--- src/rtl/pipe_control_unit_if.sv ---
// Control-unit bus: ID-stage instruction fields and EX zero flag in, stage controls,
// hazard enables and forwarding selects out. Parameterised to match the control unit.
interface pipe_control_unit_if #(
    parameter int OPW = 5,
    parameter int RAW = 4
);
    logic [OPW-1:0] id_opcode;
    logic [RAW-1:0] id_rs1;
    logic [RAW-1:0] id_rs2;
    logic [RAW-1:0] id_rd;
    logic           ex_zero;

    logic [OPW-1:0] ex_opcode;
    logic           ex_bsel;
    logic           mem_rd;
    logic           mem_wd;
    logic           wb_reg_write;
    logic [1:0]     wb_reg_sel;
    logic [RAW-1:0] wb_rd;
    logic           pc_select;
    logic           en_pc;
    logic           en_ifid;
    logic           flush_ifid;
    logic [1:0]     fwd_a;
    logic [1:0]     fwd_b;

    // Datapath side: presents the ID instruction, consumes the controls.
    modport master (
        output id_opcode, id_rs1, id_rs2, id_rd, ex_zero,
        input  ex_opcode, ex_bsel, mem_rd, mem_wd, wb_reg_write, wb_reg_sel, wb_rd,
        input  pc_select, en_pc, en_ifid, flush_ifid, fwd_a, fwd_b
    );

    // Control-unit side.
    modport slave (
        input  id_opcode, id_rs1, id_rs2, id_rd, ex_zero,
        output ex_opcode, ex_bsel, mem_rd, mem_wd, wb_reg_write, wb_reg_sel, wb_rd,
        output pc_select, en_pc, en_ifid, flush_ifid, fwd_a, fwd_b
    );
endinterface

--- src/rtl/pipe_control_unit.sv ---
// Pipelined control unit: decodes ID, carries controls through ID/EX, EX/MEM, MEM/WB,
// resolves branches in EX and handles hazards. Define FWD_EN to enable operand forwarding.
module pipe_control_unit #(
    parameter int OPW = 5,
    parameter int RAW = 4
) (
    input logic                clk,
    input logic                rst,
    pipe_control_unit_if.slave bus
);

    typedef struct packed {
        logic [OPW-1:0] opcode;
        logic           bsel;
        logic           mem_rd;
        logic           mem_wd;
        logic           write;
        logic [1:0]     sel;
        logic [RAW-1:0] rd;
    } ex_ctl_t;

    typedef struct packed {
        logic           mem_rd;
        logic           mem_wd;
        logic           write;
        logic [1:0]     sel;
        logic [RAW-1:0] rd;
    } mem_ctl_t;

    typedef struct packed {
        logic           write;
        logic [1:0]     sel;
        logic [RAW-1:0] rd;
    } wb_ctl_t;

    localparam logic [OPW-1:0] OP_ADD  = OPW'(5'd0);
    localparam logic [OPW-1:0] OP_SUB  = OPW'(5'd1);
    localparam logic [OPW-1:0] OP_ADDI = OPW'(5'd2);
    localparam logic [OPW-1:0] OP_SUBI = OPW'(5'd3);
    localparam logic [OPW-1:0] OP_MLT  = OPW'(5'd4);
    localparam logic [OPW-1:0] OP_MLTI = OPW'(5'd5);
    localparam logic [OPW-1:0] OP_AND  = OPW'(5'd6);
    localparam logic [OPW-1:0] OP_OR   = OPW'(5'd7);
    localparam logic [OPW-1:0] OP_ANDI = OPW'(5'd8);
    localparam logic [OPW-1:0] OP_ORI  = OPW'(5'd9);
    localparam logic [OPW-1:0] OP_SLR  = OPW'(5'd10);
    localparam logic [OPW-1:0] OP_SLL  = OPW'(5'd11);
    localparam logic [OPW-1:0] OP_LDR  = OPW'(5'd12);
    localparam logic [OPW-1:0] OP_STR  = OPW'(5'd13);
    localparam logic [OPW-1:0] OP_BNE  = OPW'(5'd14);
    localparam logic [OPW-1:0] OP_BEQ  = OPW'(5'd15);
    localparam logic [OPW-1:0] OP_J    = OPW'(5'd16);
    localparam logic [OPW-1:0] OP_CMP  = OPW'(5'd17);
    localparam logic [OPW-1:0] OP_NOP  = {OPW{1'b1}};

    localparam logic [1:0] SEL_ALU_R = 2'd0;
    localparam logic [1:0] SEL_ALU_I = 2'd1;
    localparam logic [1:0] SEL_MEM   = 2'd2;

    localparam ex_ctl_t EX_BUBBLE = '{
        opcode: OP_NOP, bsel: 1'b0, mem_rd: 1'b0, mem_wd: 1'b0,
        write: 1'b0, sel: SEL_ALU_R, rd: {RAW{1'b0}}
    };
    localparam mem_ctl_t MEM_BUBBLE = '{
        mem_rd: 1'b0, mem_wd: 1'b0, write: 1'b0, sel: SEL_ALU_R, rd: {RAW{1'b0}}
    };
    localparam wb_ctl_t WB_BUBBLE = '{write: 1'b0, sel: SEL_ALU_R, rd: {RAW{1'b0}}};

    // A source depends on a stage only if it is read, the stage writes, and the target is not r0.
    function automatic logic src_hit(input logic           used,
                                     input logic           write,
                                     input logic [RAW-1:0] rd,
                                     input logic [RAW-1:0] src);
        return used & write & (rd != {RAW{1'b0}}) & (rd == src);
    endfunction

`ifdef FWD_EN
    // Select is chosen in ID for where the producer will sit once the consumer reaches EX.
    function automatic logic [1:0] fwd_pick(input logic           used,
                                            input logic [RAW-1:0] src,
                                            input ex_ctl_t        ex,
                                            input mem_ctl_t       mem);
        logic [1:0] pick;
        if (src_hit(used, ex.write, ex.rd, src) & ~ex.mem_rd) begin
            pick = 2'd1;
        end else if (src_hit(used, mem.write, mem.rd, src)) begin
            pick = 2'd2;
        end else begin
            pick = 2'd0;
        end
        return pick;
    endfunction
`endif

    ex_ctl_t        ex_q, ex_d;
    mem_ctl_t       mem_q, mem_d;
    wb_ctl_t        wb_q, wb_d;
    ex_ctl_t        dec_s;
    logic           use_rs1_s;
    logic           use_rs2_s;
    logic           branch_s;
    logic           stall_req_s;
    logic           stall_s;
    logic [1:0]     fwd_a_s;
    logic [1:0]     fwd_b_s;

    // Decode the ID opcode into its control bundle and source usage.
    always_comb begin
        dec_s        = EX_BUBBLE;
        dec_s.opcode = bus.id_opcode;
        use_rs1_s    = 1'b0;
        use_rs2_s    = 1'b0;
        case (bus.id_opcode)
            OP_ADD, OP_SUB, OP_MLT, OP_AND, OP_OR, OP_CMP: begin
                dec_s.write = 1'b1;
                dec_s.sel   = SEL_ALU_R;
                use_rs1_s   = 1'b1;
                use_rs2_s   = 1'b1;
            end
            OP_ADDI, OP_SUBI, OP_MLTI, OP_ANDI, OP_ORI, OP_SLR, OP_SLL: begin
                dec_s.bsel  = 1'b1;
                dec_s.write = 1'b1;
                dec_s.sel   = SEL_ALU_I;
                use_rs1_s   = 1'b1;
            end
            OP_LDR: begin
                dec_s.bsel   = 1'b1;
                dec_s.mem_rd = 1'b1;
                dec_s.write  = 1'b1;
                dec_s.sel    = SEL_MEM;
                use_rs1_s    = 1'b1;
            end
            OP_STR: begin
                dec_s.bsel   = 1'b1;
                dec_s.mem_wd = 1'b1;
                use_rs1_s    = 1'b1;
                use_rs2_s    = 1'b1;
            end
            OP_BNE, OP_BEQ: begin
                use_rs1_s = 1'b1;
                use_rs2_s = 1'b1;
            end
            default: begin
                dec_s.write = 1'b0;
            end
        endcase
        // Non-writers carry rd=0 so they can never look like a hazard source.
        if (dec_s.write) begin
            dec_s.rd = bus.id_rd;
        end else begin
            dec_s.rd = {RAW{1'b0}};
        end
    end

    // Branch resolution on the instruction currently in EX.
    always_comb begin
        branch_s = 1'b0;
        case (ex_q.opcode)
            OP_BEQ:  branch_s = bus.ex_zero;
            OP_BNE:  branch_s = ~bus.ex_zero;
            OP_J:    branch_s = 1'b1;
            default: branch_s = 1'b0;
        endcase
    end

    // Hazard detection and forwarding selects.
    always_comb begin
`ifdef FWD_EN
        stall_req_s = ex_q.mem_rd &
                      (src_hit(use_rs1_s, ex_q.write, ex_q.rd, bus.id_rs1) |
                       src_hit(use_rs2_s, ex_q.write, ex_q.rd, bus.id_rs2));
        fwd_a_s     = fwd_pick(use_rs1_s, bus.id_rs1, ex_q, mem_q);
        fwd_b_s     = fwd_pick(use_rs2_s, bus.id_rs2, ex_q, mem_q);
`else
        stall_req_s = src_hit(use_rs1_s, ex_q.write,  ex_q.rd,  bus.id_rs1) |
                      src_hit(use_rs2_s, ex_q.write,  ex_q.rd,  bus.id_rs2) |
                      src_hit(use_rs1_s, mem_q.write, mem_q.rd, bus.id_rs1) |
                      src_hit(use_rs2_s, mem_q.write, mem_q.rd, bus.id_rs2) |
                      src_hit(use_rs1_s, wb_q.write,  wb_q.rd,  bus.id_rs1) |
                      src_hit(use_rs2_s, wb_q.write,  wb_q.rd,  bus.id_rs2);
        fwd_a_s     = 2'd0;
        fwd_b_s     = 2'd0;
`endif
        // A taken branch flushes ID anyway, so its stall request is moot.
        stall_s = stall_req_s & ~branch_s;
    end

    // Next-state for the three stage registers.
    always_comb begin
        if (branch_s | stall_s) begin
            ex_d = EX_BUBBLE;
        end else begin
            ex_d = dec_s;
        end
        mem_d = '{mem_rd: ex_q.mem_rd, mem_wd: ex_q.mem_wd, write: ex_q.write,
                  sel: ex_q.sel, rd: ex_q.rd};
        wb_d  = '{write: mem_q.write, sel: mem_q.sel, rd: mem_q.rd};
    end

    // Stage registers; reset drops every in-flight bundle at once.
    always_ff @(posedge clk) begin
        if (rst) begin
            ex_q  <= EX_BUBBLE;
            mem_q <= MEM_BUBBLE;
            wb_q  <= WB_BUBBLE;
        end else begin
            ex_q  <= ex_d;
            mem_q <= mem_d;
            wb_q  <= wb_d;
        end
    end

    assign bus.ex_opcode    = ex_q.opcode;
    assign bus.ex_bsel      = ex_q.bsel;
    assign bus.mem_rd       = mem_q.mem_rd;
    assign bus.mem_wd       = mem_q.mem_wd;
    assign bus.wb_reg_write = wb_q.write;
    assign bus.wb_reg_sel   = wb_q.sel;
    assign bus.wb_rd        = wb_q.rd;
    assign bus.pc_select    = branch_s;
    assign bus.flush_ifid   = branch_s;
    assign bus.en_pc        = ~stall_s;
    assign bus.en_ifid      = ~stall_s;
    assign bus.fwd_a        = fwd_a_s;
    assign bus.fwd_b        = fwd_b_s;

endmodule

--- src/flat_wrapper.sv ---
// flat-port wrapper written by rule: the top's interface ports become plain ports
module pipe_control_unit_flat 
#(
    parameter int OPW = 5,
    parameter int RAW = 4
)
  (clk, rst, bus_id_opcode, bus_id_rs1, bus_id_rs2, bus_id_rd, bus_ex_zero, bus_ex_opcode, bus_ex_bsel, bus_mem_rd, bus_mem_wd, bus_wb_reg_write, bus_wb_reg_sel, bus_wb_rd, bus_pc_select, bus_en_pc, bus_en_ifid, bus_flush_ifid, bus_fwd_a, bus_fwd_b);
  pipe_control_unit_if #(.OPW(OPW), .RAW(RAW)) bus_i ();
  input logic clk;
  input logic rst;
  input wire logic [$bits(bus_i.id_opcode)-1:0] bus_id_opcode;
  input wire logic [$bits(bus_i.id_rs1)-1:0] bus_id_rs1;
  input wire logic [$bits(bus_i.id_rs2)-1:0] bus_id_rs2;
  input wire logic [$bits(bus_i.id_rd)-1:0] bus_id_rd;
  input wire logic [$bits(bus_i.ex_zero)-1:0] bus_ex_zero;
  output wire logic [$bits(bus_i.ex_opcode)-1:0] bus_ex_opcode;
  output wire logic [$bits(bus_i.ex_bsel)-1:0] bus_ex_bsel;
  output wire logic [$bits(bus_i.mem_rd)-1:0] bus_mem_rd;
  output wire logic [$bits(bus_i.mem_wd)-1:0] bus_mem_wd;
  output wire logic [$bits(bus_i.wb_reg_write)-1:0] bus_wb_reg_write;
  output wire logic [$bits(bus_i.wb_reg_sel)-1:0] bus_wb_reg_sel;
  output wire logic [$bits(bus_i.wb_rd)-1:0] bus_wb_rd;
  output wire logic [$bits(bus_i.pc_select)-1:0] bus_pc_select;
  output wire logic [$bits(bus_i.en_pc)-1:0] bus_en_pc;
  output wire logic [$bits(bus_i.en_ifid)-1:0] bus_en_ifid;
  output wire logic [$bits(bus_i.flush_ifid)-1:0] bus_flush_ifid;
  output wire logic [$bits(bus_i.fwd_a)-1:0] bus_fwd_a;
  output wire logic [$bits(bus_i.fwd_b)-1:0] bus_fwd_b;
  assign bus_i.id_opcode = bus_id_opcode;
  assign bus_i.id_rs1 = bus_id_rs1;
  assign bus_i.id_rs2 = bus_id_rs2;
  assign bus_i.id_rd = bus_id_rd;
  assign bus_i.ex_zero = bus_ex_zero;
  assign bus_ex_opcode = bus_i.ex_opcode;
  assign bus_ex_bsel = bus_i.ex_bsel;
  assign bus_mem_rd = bus_i.mem_rd;
  assign bus_mem_wd = bus_i.mem_wd;
  assign bus_wb_reg_write = bus_i.wb_reg_write;
  assign bus_wb_reg_sel = bus_i.wb_reg_sel;
  assign bus_wb_rd = bus_i.wb_rd;
  assign bus_pc_select = bus_i.pc_select;
  assign bus_en_pc = bus_i.en_pc;
  assign bus_en_ifid = bus_i.en_ifid;
  assign bus_flush_ifid = bus_i.flush_ifid;
  assign bus_fwd_a = bus_i.fwd_a;
  assign bus_fwd_b = bus_i.fwd_b;
  pipe_control_unit #(.OPW(OPW), .RAW(RAW)) u_core (.clk(clk), .rst(rst), .bus(bus_i));
endmodule
--- config.mk ---
export PLATFORM = sky130hd
export DESIGN_NAME = pipe_control_unit_flat
export DESIGN_NICKNAME = d
export VERILOG_FILES = /design/src/rtl/pipe_control_unit_if.sv /design/src/rtl/pipe_control_unit.sv /design/src/flat_wrapper.sv
export SDC_FILE = /design/constraint.sdc
export NUM_CORES = 1
export LEC_CHECK = 0
export BUFFER_PORTS_ARGS = -buffer_cell sky130_fd_sc_hd__clkbuf_2
export CAP_MARGIN = 20
export CORE_ASPECT_RATIO = 1.2
export CORE_MARGIN = 3
export CORE_UTILIZATION = 45
export DETAILED_ROUTE_END_ITERATION = 10
export GPL_TIMING_DRIVEN = 0
export MAX_ROUTING_LAYER = met4
export PLACE_DENSITY = 0.74
export SLEW_MARGIN = 20
export SYNTH_ARGS = -nofsm -noshare
export SYNTH_HDL_FRONTEND = slang
export SYNTH_SLANG_ARGS = --single-unit
export TNS_END_PERCENT = 10
--- constraint.sdc ---
create_clock -name clk -period 1.6 [get_ports clk]
set_input_delay 0 -clock clk [delete_from_list [all_inputs] [get_ports clk]]
set_output_delay 0 -clock clk [all_outputs]
set_load 0.02 [all_outputs]
# Yosys cells after proc, flatten, opt, wreduce, memory -nomap -nowiden
# Cells that the tools add are included.
[classes]
n_eq_ne = 25
n_mux = 8
bitwise_logic = 29
reduce_logical = 11
[ops]
columns = ["cell", "count"]
rows = [
  ["$eq A5 B4 Y1 const B", 10],
  ["$eq A4 B4 Y1", 6],
  ["$eq A5 B3 Y1 const B", 4],
  ["$and A1 B1 Y1", 19],
  ["$reduce_or A9 Y1", 2],
  ["$reduce_or A17 Y1", 1],
  ["$reduce_or A14 Y1", 1],
  ["$reduce_bool A4 Y1", 3],
  ["$eq A5 B2 Y1 const B", 2],
  ["$eq A5 B5 Y1 const B", 2],
  ["$reduce_or A7 Y1", 1],
  ["$mux W1", 6],
  ["$or A1 B1 Y1", 6],
  ["$eq A5 B1 Y1 const B", 1],
  ["$logic_not A5 Y1", 1],
  ["$not A1 Y1", 4],
  ["$pmux W2 S2", 1],
  ["$pmux W1 S3", 1],
  ["$reduce_or A3 Y1", 1],
  ["$reduce_or A2 Y1", 1],
]
[totals]
reg_bits = 31
in_bits = 20
output_inout_bits = 23
wordCells = 88

# Depth between registers and ports, before layout
# Gate-level depths: netlist of run 1.
[depth]
word_depth = 14
ltp_mapped = 7

# Worst setup path before layout of run 1
# Ideal clock, no wire load.
[synth_timing]
path_kind = "register -> output"
start = "reg u_core.wb_q (netlist bit u_core.bus.wb_rd[0])"
end = "out bus_en_pc"
t_arrival_ns = 1.907
required_ns = 1.600
setup_slack_ns = -0.307
path_stages_with_launch = 7
path_buffers = 2
cell_sequence = "dfxtp_1 > o41ai_2 > o22ai_1 > o21a_1 > buf_2 > o21bai_1 > buf_4"
[synth_via]
elab_chain_len = 7
elab_cells_between_ends = 11
classes_between = "2 x eq/ne; 8 x bitwise; 1 x reduce/logical"
[synth_rtl]
columns = ["item", "line", "text"]
rows = [
  ["start, declared", "pipe_control_unit.sv:97", "wb_ctl_t wb_q, wb_d;"],
  ["start signal, assigned", "pipe_control_unit.sv:209", "wb_q <= wb_d;"],
  ["$reduce_bool A4 Y1", "pipe_control_unit.sv:74", "return used & write & (rd != {RAW{1'b0}}) & (rd == src);"],
  ["$and A1 B1 Y1 (2 in a row)", "pipe_control_unit.sv:74", ""],
  ["$or A1 B1 Y1", "pipe_control_unit.sv:178", "src_hit(use_rs2_s, mem_q.write, mem_q.rd, bus.id_rs2) |"],
  ["$or A1 B1 Y1 (*)", "pipe_control_unit.sv:179", "src_hit(use_rs1_s, wb_q.write, wb_q.rd, bus.id_rs1) |"],
  ["$and A1 B1 Y1 (*)", "pipe_control_unit.sv:185", "stall_s = stall_req_s & ~branch_s;"],
  ["$not A1 Y1 (*)", "-", ""],
  ["end, declared", "flat_wrapper.sv:24", "output wire logic [$bits(bus_i.en_pc)-1:0] bus_en_pc;"],
]
# Every way passes the cells marked *; elsewhere a longest branch is shown, timed or not.

# Worst setup path after layout of run 1
[layout_timing]
start = "reg u_core.ex_q[1] (netlist name)"
end = "reg u_core.ex_q (netlist bit u_core.bus.ex_opcode[4])"
[layout_via]
elab_chain_len = 11
elab_cells_between_ends = 15
classes_between = "2 x eq/ne; 11 x bitwise; 2 x reduce/logical"
[layout_rtl]
columns = ["item", "line", "text"]
rows = [
  ["start, declared", "pipe_control_unit.sv:95", "ex_ctl_t ex_q, ex_d;"],
  ["start signal, assigned", "pipe_control_unit.sv:203", "ex_q <= EX_BUBBLE;"],
  ["start signal, assigned", "pipe_control_unit.sv:207", "ex_q <= ex_d;"],
  ["$reduce_bool A4 Y1", "pipe_control_unit.sv:74", ""],
  ["$and A1 B1 Y1 (2 in a row)", "pipe_control_unit.sv:74", ""],
  ["$or A1 B1 Y1 (*)", "pipe_control_unit.sv:175", "stall_req_s = src_hit(use_rs1_s, ex_q.write, ex_q.rd, bus.id_rs1) |"],
  ["$or A1 B1 Y1 (*)", "pipe_control_unit.sv:176", "src_hit(use_rs2_s, ex_q.write, ex_q.rd, bus.id_rs2) |"],
  ["$or A1 B1 Y1 (*)", "pipe_control_unit.sv:177", "src_hit(use_rs1_s, mem_q.write, mem_q.rd, bus.id_rs1) |"],
  ["$or A1 B1 Y1 (*)", "pipe_control_unit.sv:178", ""],
  ["$or A1 B1 Y1 (*)", "pipe_control_unit.sv:179", ""],
  ["$and A1 B1 Y1 (*)", "pipe_control_unit.sv:185", ""],
  ["$or A1 B1 Y1 (*)", "pipe_control_unit.sv:190", "if (branch_s | stall_s) begin"],
  ["$reduce_or A2 Y1 (no line) (*)", "-", ""],
]
# Marked as above.
# A chain may end at the register's enable or synchronous reset.

==> impl_results.md, run 1 <==
- Outcome: complete, but fails checks
- Failing checks: negative setup slack
- Top_reg_cell synth: dfxtp_1
- CTS root buffer: clkbuf_4
- Slowest stage cell, crit path: or4_4
- WS Path Type: register to register
- Final GP Congestion: 0.8480
- Setup TNS: -3.843 ns
- Slew @ Worst Pin: 0.5222 ns
- CP Data Arrival Time: 2.21 ns
- Fin. Hold Viols: 0
- DIE HEIGHT: 68.19 um
- Hold path endpoint: u_core.ex_q[7]
- Number of antenna violations at the first check in global routing: 0
- Reg-to-Reg End: u_core.bus.ex_opcode[4]
- Unique masters post-synth: 33
- Total grt overflow: 0
- Worst VDD drop: 0.6431 mV
- Seq cells post-synth: 31
- Hold path start: bus_id_opcode[4]
- Core area: 0.002943 mm2
- Worst-Skew Late Latency: 0.33 ns
- Number of diodes: 0
- Cell Chain, Critical Path: o41ai_4 -> buf_4 -> o22ai_4 -> a2bb2oi_2 -> buf_6 -> buf_4 -> or4_4
- Post-DP HPWL: 2394 um
- Vias per Instance: 5.179
- Skew final: 0.01071 ns
- Vias in the first global route: 1289
- Crit share post-route: 125.1%
- Buf/Inv on CP: 3
- Clock Sink Count: 31
- Fin crit period: 2.001 ns
- Routed Antenna Nets: 0
- Critical Path End Type: register
- Share of the synthesized area in the top cell type: 42.80%
- CP Max Fanout: 4
- Synth Instances: 148
- Worst EP required: 1.81 ns
- Final setup viols: 18
- Post-synth EDFFs: 0
- Initial DRC count: 26
- Synth top cells by count: dfxtp_1 (31), xnor2_1 (24), nor2b_1 (16)
- CTS tree: yes
- DR vias: 1300
- First-pass GRT wire length: 5471 um
- Worst r2r src: u_core.ex_q[1]
- Crit path largest cell delay: 0.46 ns
- Die W: 57.82 um
- DP Worst Slack: -0.2565 ns
- Hold-critical path depth: 3
- CTS Buffer Depth: 2
- Max-slew headroom: 64.73%
- FMAX: 499.8 MHz
- Mapped cell area: 0.001450 mm2
- Post-synth top area cell: dfxtp_1
- Post-synth ARST share: 0%
- RSZ-0062 raised after global routing: true
- Setup ws final: -0.4009 ns
- Syn Area/Cell: 9.798 um2
- DRT Wirelength: 3604 um
- Yosys warning total: 0
- Largest net degree at the start of global routing: 11
- CP delay by family, top: compound AO/OA/AOI/OAI gates
- IO Pins: 43
- Count leader, synth: dfxtp_1
- # rows: 21
- Nets: 236
- PwrDens: 792.4 mW/mm2
- Gr usage total: 19.36%
- Inserted Clock Buffers: 5
- DRC: 0
- Starting density of the core: 49.28%
- Worst R2R Path Depth: 7
- WL/cell: 14.36 um
- PortBufs: 37
- Share of cells above drive strength 1: 47.47%
- Pleak: 0.8941 nW
- Clk slew on worst S/H paths: 0.09 ns
- Crit start category: register
- Maxcap violations: 0
- Synth-to-layout area growth: 47.28%
- DRT Pass-1 Iters: 4
- Htree depth: 2
- Hold Path Class: input port to register
- Synth top area cells: dfxtp_1 (43%), xnor2_1 (14%), nor2b_1 (6.9%), buf_4 (5.7%), o41ai_2 (3.4%)
- # fillers: 223
- Fin. max-slew vios: 0
- Overall die area: 0.003942 mm2
- Sequential share of the synthesized area: 42.80%
- R2R Setup Slk: -0.40 ns
- CP most frequent cell: buf_4
## placed cells by master, fill, tap and decap left out, types with 3 or more instances in the layout
master,synthesis,routed
buf_4,11,23
buf_6,1,4
clkbuf_1,3,4
clkbuf_2,0,33
clkbuf_4,0,7
conb_1,1,4
dfxtp_1,31,24
dfxtp_2,0,3
dfxtp_4,0,4
dlygate4sd3_1,0,9
nand2_1,7,7
nand4_1,6,6
nor2_1,6,6
nor2b_1,16,16
nor3_2,0,6
or4_4,2,4
xnor2_1,24,23
## flip-flops by register name, indices dropped and copies added, names as in the netlist
signal,count
u_core.ex_q,9
u_core.mem_q,7
u_core.bus.ex_opcode,5
u_core.bus.wb_rd,4
u_core.bus.wb_reg_sel,2
u_core.bus.ex_bsel,1
u_core.bus.mem_rd,1
u_core.bus.mem_wd,1
u_core.bus.wb_reg_write,1
## power by group
part / switching [mW] / internal [mW]
clock: 0.250 / 0.331
sequential: 0.0273 / 0.795
combinational: 0.140 / 0.149
## cell families (layout without fill, tap and decap cells)
kind of cell / Yosys count / in the layout / synth area share [%]
xor+xnor: 25 / 25 / 15.10
simple gates: 56 / 56 / 23.21
other cells: 1 / 4 / 0.2586
mux: 1 / 1 / 0.7765
buf+inv: 18 / 84 / 8.110
flops: 31 / 31 / 42.80
compound gates: 16 / 16 / 9.750
## metrics by stage
stage	std cells	hold slack (ns)	power, mW	utilization, %	cell area, um2
finish	251	0.07401	1.692	72.58	2136
global route	251	0.07845	1.756	72.58	2136
CTS	248	0.03371	1.673	68.88	2027
detailed placement	222	0.2181	1.071	57.95	1705
global placement	222	0.2212	1.063	57.95	1705
floorplan	151	0.06420	0.9913	-	1478
## layer usage
| layer | vias to the layer above | GRT usage [%] | wire length [um] |
|---|---|---|---|
| li1 | 642 | - | - |
| met1 | 611 | 16.99 | 1320 |
| met2 | 41 | 37.43 | 2002 |
| met3 | 6 | 5.660 | 214 |
| met4 | 0 | 9.275 | 65 |
| met5 | - | - | 0 |
## worst max-delay path by stage
stage	from	end	cells past startpoint
after floorplan	u_core.bus.wb_rd[3]	u_core.bus.ex_opcode[3]	5
after global placement	u_core.ex_q[1]	u_core.bus.ex_opcode[3]	5
after detailed placement	u_core.ex_q[1]	u_core.bus.ex_opcode[3]	5
after CTS	u_core.ex_q[2]	u_core.bus.ex_opcode[3]	7
after global routing	u_core.ex_q[1]	bus_en_pc	8
final	u_core.ex_q[1]	u_core.bus.ex_opcode[4]	7
## area by class of cell
class | instances | area (um2) | share of cell area [%]
tap | 34 | 42.54 | 1.992
multi-input combinational | 102 | 860.8 | 40.30
inverter | 2 | 7.507 | 0.3515
timing repair buffer | 58 | 386.6 | 18.10
buffer | 16 | 123.9 | 5.800
clock buffer | 7 | 45.04 | 2.109
sequential | 31 | 639.4 | 29.94
clock inverter | 1 | 30.03 | 1.406
## tightest hold or removal path, cell delays in order
cell,delay (ns)
clkbuf_2,0.16
or4_1,0.16
nor4_2,0.04
## repair_timing
action,4_1_cts,5_1_grt
endpoints found under the hold margin,15,0
setup endpoints to repair,18,19
buffers inserted,9,3
resized for setup,22,20
hold buffers,9,0
pin swaps,5,11
(Power assumes the default switching activity.)
==> inputs of run 2 (changes only) <==
==> constraint.sdc (replaced) <==
create_clock -name clk -period 1.6 [get_ports clk]
set_input_delay 0.32 -clock clk [delete_from_list [all_inputs] [get_ports clk]]
set_output_delay 0.32 -clock clk [all_outputs]
set_load 0.02 [all_outputs]
==> impl_results.md, run 2 (same netlist as run 1, synthesis figures left out) <==
- Outcome: complete, but fails checks
- Failing checks: negative setup slack
- IO Pins: 43
- Worst Setup SP: u_core.ex_q[1]
- Routed Antenna Nets: 0
- Fin. max-slew vios: 0
- DRT Pass-1 Iters: 4
- Crit share post-route: 143.0%
- DIE HEIGHT: 68.19 um
- DP Worst Slack: -0.5091 ns
- Clock Sink Count: 31
- Crit start category: register
- Clk slew on worst S/H paths: 0.09 ns
- Final Util: 66.75%
- Fin crit period: 2.288 ns
- Die W: 57.82 um
- CP Data Arrival Time: 1.97 ns
- Largest net degree at the start of global routing: 11
- Htree depth: 2
- Skew final: 0.004162 ns
- Total grt overflow: 0
- Maxcap violations: 0
- Setup ws final: -0.6885 ns
- First-pass GRT wire length: 5533 um
- Final setup viols: 19
- CTS tree: yes
- Power, Total: 1.705 mW
- DRT Wirelength: 3383 um
- Nets: 218
- Gr usage total: 19.77%
- Overall die area: 0.003942 mm2
- Multi-input logic area: 832.0 um2
- Vias per Instance: 5.176
- Dpl cells: 222
- PwrDens: 868.1 mW/mm2
- Worst-Skew Late Latency: 0.33 ns
- Worst r2r src: u_core.ex_q[1]
- Fin. Hold Viols: 0
- CTS Buffer Depth: 2
- Largest Register: u_core.ex_q
- Worst R2R Path Depth: 6
- DP Area: 0.001730 mm2
- CTS root buffer: clkbuf_4
- Final Non-Filler Cells: 233
- Worst VDD drop: 0.5692 mV
- Final GP Congestion: 0.8566
- FF/Latch Area: 648.1 um2
- Hold Path Class: input port to register
- RSZ-0062 raised after global routing: true
- Critical Path End Type: output pin
- CP Max Fanout: 4
- R2R Setup Slk: -0.39 ns
- Setup TNS: -4.638 ns
- Commonest non-fill, non-tap cells in the layout: clkbuf_2 (36), xnor2_1 (24), dfxtp_1 (19)
- CP endpoint: bus_en_pc
- DR vias: 1206
- Hold slack: 0.1961 ns
- # fillers: 233
- Pleak: 0.8126 nW
- FMAX: 437.0 MHz
- WS Path Type: register to output pin
- Starting density of the core: 49.28%
- DRC: 0
- Core area: 0.002943 mm2
- Inserted Clock Buffers: 5
- Synth-to-layout area growth: 35.46%
- Vias in the first global route: 1209
- Number of diodes: 0
- Initial DRC count: 22
- WL/cell: 14.52 um
- Reg-to-Reg End: u_core.bus.ex_opcode[3]
- PortBufs: 37
- Worst EP required: 1.28 ns
- Post-DP HPWL: 2473 um
- Number of antenna violations at the first check in global routing: 0
- Most common cell after layout, fill and taps aside: clkbuf_2
- Final instance area: 0.001964 mm2
- Largest register FFs: 9
- Share of cells above drive strength 1: 47.74%
- # rows: 21
[run 2: changes by cell type in the layout (fill, tap and decap cells not counted), sizes merged]
cell         previous run  this run
buf                    28        17
clkbuf                 44        45
dlygate4sd3             9         0
clkinv                  0         1
[run 2: worst min path at each step]
stage / start / end / slack, ns / cells past startpoint
final: bus_id_rd[3] / u_core.ex_q[3] / 0.20 / 3
after global routing: bus_id_rd[3] / u_core.ex_q[3] / 0.17 / 3
after CTS: bus_id_rd[1] / u_core.ex_q[1] / 0.16 / 3
after detailed placement: u_core.mem_q[4] / u_core.bus.wb_reg_sel[0] / 0.42 / 1
after global placement: u_core.mem_q[5] / u_core.bus.wb_reg_sel[1] / 0.42 / 1
after floorplan: rst / u_core.bus.wb_rd[1] / 0.38 / 1
[run 2: layout make-up]
type,instances,share of cell area (%)
inverters,2,0.3822
flip-flops and latches,31,32.99
multi-input cells,102,42.36
clock buffers,6,2.611
well taps,34,2.166
plain buffers,16,6.242
repair buffers,40,11.46
clock inverters,2,1.783
[run 2: what timing repair did]
item,4_1_cts,5_1_grt
hold buffers,0,0
endpoints found under the setup margin,19,19
buffers inserted,3,0
pin swaps,8,1
resized for setup,26,7
[run 2: worst max-delay path, cell delays in order (launching register included)]
cell,delay [ns]
dfxtp_2,0.36
o41ai_4,0.43
o22ai_2,0.15
a2bb2oi_4,0.18
buf_6,0.14
o21bai_4,0.14
buf_6,0.11
clkbuf_8,0.13
[run 2: metal layers]
| metal | global-route usage (%) | vias to the layer above | share of wire [%] |
|---|---|---|---|
| met5 | - | - | 0 |
| met4 | 11.30 | 0 | 3.2 |
| li1 | - | 606 | - |
| met2 | 35.59 | 47 | 54 |
| met3 | 5.094 | 9 | 6.9 |
| met1 | 19.19 | 544 | 36 |
[run 2: where the power goes]
| group | leakage, nW | switching [mW] | internal [mW] |
|---|---|---|---|
| Clock | 0.0482 | 0.265 | 0.369 |
| Combinational | 0.504 | 0.127 | 0.120 |
| Sequential | 0.260 | 0.0298 | 0.794 |
